### src/rtl/kgp_branch_pkg.sv
// Shared encodings for the branch/PC stage: branch opcodes, flag bit
// positions and run-state values.
package kgp_branch_pkg;

   localparam logic [3:0] BR_NONE = 4'd0;
   localparam logic [3:0] BR_B    = 4'd1;
   localparam logic [3:0] BR_BR   = 4'd2;
   localparam logic [3:0] BR_BLTZ = 4'd3;
   localparam logic [3:0] BR_BZ   = 4'd4;
   localparam logic [3:0] BR_BNZ  = 4'd5;
   localparam logic [3:0] BR_BL   = 4'd6;
   localparam logic [3:0] BR_BCY  = 4'd7;
   localparam logic [3:0] BR_BNCY = 4'd8;
   localparam logic [3:0] BR_HALT = 4'd9;

   localparam int CARRY = 2;
   localparam int NEG   = 1;
   localparam int ZERO  = 0;

   localparam logic [0:0] ST_RUN    = 1'b0;
   localparam logic [0:0] ST_HALTED = 1'b1;

   // Unconditional redirects; used to tell them apart from tested branches.
   function automatic logic is_uncond(input logic [3:0] op);
      return (op == BR_B) || (op == BR_BR) || (op == BR_BL);
   endfunction

endpackage

### src/rtl/branch_cond.sv
// Combinational branch-condition evaluation: decides whether the opcode is a
// redirecting branch and whether its condition holds.
module branch_cond
   import kgp_branch_pkg::*;
#(
   parameter int WIDTH = 32
) (
   input  logic [3:0]       br_op,
   input  logic [WIDTH-1:0] rs_val,
   input  logic [2:0]       flag_q,
   output logic             cond_taken,
   output logic             is_branch
);

   logic rs_zero;
   logic unused_flags;

   assign rs_zero      = (rs_val == '0);
   assign unused_flags = ^{flag_q[NEG], flag_q[ZERO]};

   always_comb begin
      cond_taken = 1'b0;
      is_branch  = 1'b1;
      if (is_uncond(br_op)) begin
         cond_taken = 1'b1;
      end else begin
         case (br_op)
            BR_BLTZ: cond_taken = rs_val[WIDTH-1];
            BR_BZ:   cond_taken = rs_zero;
            BR_BNZ:  cond_taken = !rs_zero;
            BR_BCY:  cond_taken = flag_q[CARRY];
            BR_BNCY: cond_taken = !flag_q[CARRY];
            default: is_branch  = 1'b0;
         endcase
      end
   end

endmodule

### src/rtl/branch_pc_unit.sv
// Program counter, latched ALU flags and RUN/HALTED control; resolves each
// committed instruction into a sequential advance or a branch redirect.
module branch_pc_unit
   import kgp_branch_pkg::*;
#(
   parameter int               WIDTH    = 32,
   parameter logic [WIDTH-1:0] PC_RESET = '0,
   parameter int               PC_STEP  = 4
) (
   input  logic             clk,
   input  logic             rst_n,
   input  logic             en,
   input  logic [3:0]       br_op,
   input  logic [WIDTH-1:0] imm,
   input  logic [WIDTH-1:0] rs_val,
   input  logic [2:0]       flag_in,
   input  logic             flag_we,
   input  logic             resume,
   output logic [WIDTH-1:0] pc,
   output logic [2:0]       flag_q,
   output logic             taken,
   output logic             link_we,
   output logic [WIDTH-1:0] link_data,
   output logic             halted
);

   logic [WIDTH-1:0] pc_q, pc_d;
   logic [2:0]       flags_q, flags_d;
   logic             taken_q, taken_d;
   logic [0:0]       state_q, state_d;

   logic             run;
   logic             commit;
   logic             cond_taken;
   logic             is_branch;
   logic [WIDTH-1:0] seq_pc;
   logic [WIDTH-1:0] target_raw;
   logic [WIDTH-1:0] target;
   logic             unused_target;

   branch_cond #(.WIDTH(WIDTH)) u_cond (
      .br_op      (br_op),
      .rs_val     (rs_val),
      .flag_q     (flags_q),
      .cond_taken (cond_taken),
      .is_branch  (is_branch)
   );

   assign run           = (state_q == ST_RUN);
   assign commit        = en & run;
   assign seq_pc        = pc_q + WIDTH'(PC_STEP);
   assign target_raw    = (br_op == BR_BR) ? rs_val : (pc_q + imm);
   // Targets are word aligned regardless of the low offset bits supplied.
   assign target        = {target_raw[WIDTH-1:2], 2'b00};
   assign unused_target = ^target_raw[1:0];

   always_comb begin
      pc_d    = pc_q;
      flags_d = flags_q;
      taken_d = 1'b0;
      state_d = state_q;
      if (run) begin
         if (commit) begin
            if (flag_we) begin
               flags_d = flag_in;
            end
            if (br_op == BR_HALT) begin
               state_d = ST_HALTED;
            end else if (is_branch && cond_taken) begin
               pc_d    = target;
               taken_d = 1'b1;
            end else begin
               pc_d = seq_pc;
            end
         end
      end else if (resume) begin
         // Leaving HALTED steps past the HALT instruction.
         state_d = ST_RUN;
         pc_d    = seq_pc;
      end
   end

   always_ff @(posedge clk or negedge rst_n) begin
      if (!rst_n) begin
         pc_q    <= PC_RESET;
         flags_q <= 3'b000;
         taken_q <= 1'b0;
         state_q <= ST_RUN;
      end else begin
         pc_q    <= pc_d;
         flags_q <= flags_d;
         taken_q <= taken_d;
         state_q <= state_d;
      end
   end

   assign pc        = pc_q;
   assign flag_q    = flags_q;
   assign taken     = taken_q;
   assign halted    = (state_q == ST_HALTED);
   assign link_we   = commit && (br_op == BR_BL);
   assign link_data = seq_pc;

endmodule

### config.mk
export PLATFORM = sky130hd
export DESIGN_NAME = branch_pc_unit
export DESIGN_NICKNAME = d
export VERILOG_FILES = /design/src/rtl/kgp_branch_pkg.sv /design/src/rtl/branch_cond.sv /design/src/rtl/branch_pc_unit.sv
export SDC_FILE = /design/constraint.sdc
export NUM_CORES = 1
export LEC_CHECK = 0
export CORE_ASPECT_RATIO = 0.8
export CORE_UTILIZATION = 42
export CTS_BUF_LIST = sky130_fd_sc_hd__clkbuf_2
export CTS_CLUSTER_DIAMETER = 80
export DETAILED_ROUTE_END_ITERATION = 8
export GPL_TIMING_DRIVEN = 1
export PLACE_DENSITY_LB_ADDON = 0.3
export SLEW_MARGIN = 20
export SYNTH_ARGS = -nofsm -noshare
export SYNTH_HDL_FRONTEND = slang
export SYNTH_SLANG_ARGS = --single-unit
export TNS_END_PERCENT = 1
### constraint.sdc
create_clock -name clk -period 2.88 [get_ports clk]
set_clock_uncertainty 0.2 [all_clocks]
set_input_delay 0.432 -clock clk [delete_from_list [all_inputs] [get_ports clk]]
set_output_delay 0.432 -clock clk [all_outputs]
set_load 0.1 [all_outputs]
==> impl_metrics.toml <==
[status]
status = "finished, violations left"
failed_checks = "setup timing"

[setup_path]
crit_path_start_kind = "flop"
path_class = "reg2out"
end_kind = "output port"
required_ns = 2.25
critPathArrivalTime_ns = 2.55
critPathMaxFanout = 7

[floorplan]
core_area_mm2 = 0.00863
floorplan.die_area_mm2 = 0.00946
die_y_um = 87.2
io_pins = 146
start_util = 0.441
rows = 30
die-width_um = 108

[grt]
grt_remaining_overflow = 0
grt_pass1_wl_um = 24700
grt_usage = 0.341
busiest_layer = "met2"
grt_pass1_vias = 4934
grt_start_max_net_pins = 36
use_met3 = 0.0561
globalRouteMet2Util = 0.571
grtUsageMet1 = 0.451
antenna_found_initial = 0

[detailed_routing]
drt_iter0_drc = 372
routed-via-count = 5147
ant_nets = 0
routedWlPerCell_um = 19.2
dr.pass1.iters = 7
drc = 0
routed_wl_um = 16400
vias_per_cell = 6.01

[synthesis]
ys_seq_area_frac = 0.230
avgSynthCellArea_um2 = 7.79
yosys_warnings = 0
synth_edf_count = 0
synth_area_mm2 = 0.00381
ys_ff_latch = 35
synthArstFlopShare = 1.00
ys_types = 56
synth_ff_type = "dfrtp_1"
netlist_instances = 489

[placed_design]
place_area_mm2 = 0.00676
dp.cells = 841
port_buffers = 139
hpwl_um = 12400
gp_congestion = 0.972
dpl_worst_slack_ns = -0.930

[finish]
n_antenna_cell = 0
final_cell_area_mm2 = 0.00717
area_delta_synth_final_pct = 88.2
final_nets = 849
final_layout_size_suffix_gt1_frac = 0.407
final_cell_count_no_fill = 856

[timing]
holdWs_ns = 0.101
rsz0062_at_grt = "yes"
setup_slack_ns = -0.301
slew_viol_final = 0
min_period_over_period = 1.10
fmax_mhz = 314
timing_hold_violations_final = 0
period_minus_slack_ns = 3.18
setup_violations = 41
worst_pin_slew_ns = 0.909
max_slew_margin = 0.394

[power]
power_density_mw_per_mm2 = 1300
p_leak_nw = 3.15
ir_worst_vdd_mv = 1.31
finalPower_mw = 9.31

[clock_tree]
clock_path_buffers = 2
h-tree-depth = 2
cts_root_buffer = "clkbuf_2"
cts_made_buffers = 5
clk_pin_slew_ns = 0.24
clk_latency_ns = 0.43
cts_sinks = 35
tritoncts = "done"

[job]
max-cap-violations = 0

[hold_path]
hold_class = "in2reg"
synthesized netlist by cell type, drive strengths merged (11+ instances only):
library cell	count	area share
nand2	54	0.053
o21ai	38	0.050
a21oi	36	0.048
dfrtp	35	0.23
nor2	31	0.031
xnor2	31	0.071
ha	30	0.099
nand3	24	0.032
xor2	19	0.044
clkbuf	16	0.016
nor4	12	0.020
or3	12	0.020
buf	11	0.017
nand4	11	0.018
nor3	11	0.017
power breakdown:
group | switching, mW | internal (mW) | total (mW)
logic | 5.17 | 2.85 | 8.02
registers | 0.291 | 0.729 | 1.02
clock network | 0.215 | 0.0540 | 0.269
critical path, stage by stage, from the launching register on:
cell and delay [ns]:
dfrtp_4 0.49, buf_6 0.16, and3_4 0.21, and3_4 0.21
nand3_1 0.11, or2_4 0.32, nor2_2 0.12, buf_6 0.12
xor2_4 0.18, buf_12 0.19
placed cells by master, fill, tap and decap left out, types with 5 or more instances in the layout:
| cell type | n |
|---|---|
| and3_4 | 5 |
| buf_12 | 31 |
| nor2_2 | 5 |
| buf_6 | 13 |
| xnor2_4 | 8 |
| inv_1 | 7 |
| xor2_1 | 13 |
| o211ai_1 | 9 |
| xor2_4 | 6 |
| buf_4 | 153 |
| a21oi_1 | 33 |
| dfrtp_1 | 15 |
| o31ai_1 | 5 |
| o22ai_1 | 7 |
| dlymetal6s2s_1 | 5 |
| xnor2_2 | 9 |
| nor4_1 | 5 |
| and3_1 | 5 |
| ha_1 | 29 |
| nor2_1 | 22 |
| dfrtp_2 | 13 |
| a211oi_1 | 7 |
| nand4_1 | 11 |
| xnor2_1 | 14 |
| o21ai_1 | 6 |
| nor3_1 | 8 |
| nand3_1 | 21 |
| or3_1 | 11 |
| o21ai_0 | 32 |
| nor4_2 | 5 |
| a31oi_1 | 8 |
| a21o_1 | 10 |
| nand2b_1 | 5 |
| nand2_1 | 49 |
| clkbuf_2 | 5 |
| dfrtp_4 | 7 |
| clkdlybuf4s50_1 | 66 |
flip-flops by register name, indices dropped and copies added (netlist names):
signal and count:
flag_q 3, halted 1, pc 30, taken 1
layer usage:
layer	wire, um	vias to the layer above
li1	-	2327
met1	6650	2475
met2	7910	302
met3	1510	43
met4	354	0
met5	0	-
final timing paths:
path | start | end | slack, ns | depth (start not counted)
worst min-delay path | rs_val[22] | pc[22] | 0.10 | 3
worst max-delay path | pc[16] | link_data[29] | -0.30 | 9
worst min register to register | flag_q[1] | flag_q[1] | 0.36 | 1
min in group asynchronous | rst_n | pc[4] | 0.44 | 2
worst max register to register | pc[8] | pc[31] | -0.25 | 10
max in group asynchronous | rst_n | pc[18] | 1.38 | 2
what timing repair did:
item                                    4_1_cts  5_1_grt
cloned                                        0        0
endpoints found under the setup margin       52       50
setup buffers                                 5        1
endpoints found under the hold margin        35        0
hold buffers                                  1        0
resized for setup                            53       27
pin swaps                                    28       15
logic make-up (layout without fill, tap and decap cells):
family / after synthesis / in the layout / share of synthesized area
compound gates: 150 / 150 / 0.259
mux: 6 / 6 / 0.0167
flops: 35 / 35 / 0.230
other cells: 1 / 4 / 0.000984
xor+xnor: 50 / 50 / 0.115
buf+inv: 35 / 287 / 0.0404
simple gates: 182 / 182 / 0.239
fa+ha+maj: 30 / 30 / 0.0985
cell type report:
type / instances / area (um^2)
inverters: 8 / 30.0
well taps: 112 / 140
fillers: 533 / 1460
flip-flops and latches: 35 / 918
clock buffers: 5 / 25.0
multi-input cells: 422 / 3380
repair buffers: 271 / 2660
clock inverters: 3 / 15.0
through the flow:
stage | utilization | setup TNS, ns
final | 0.831 | -5.38
after global routing | 0.831 | -11.18
after CTS | 0.820 | -4.49
after detailed placement | 0.783 | -23.68
after global placement | 0.783 | -20.50
after floorplan | - | -16.34
Power figures use the tool's default switching activity.
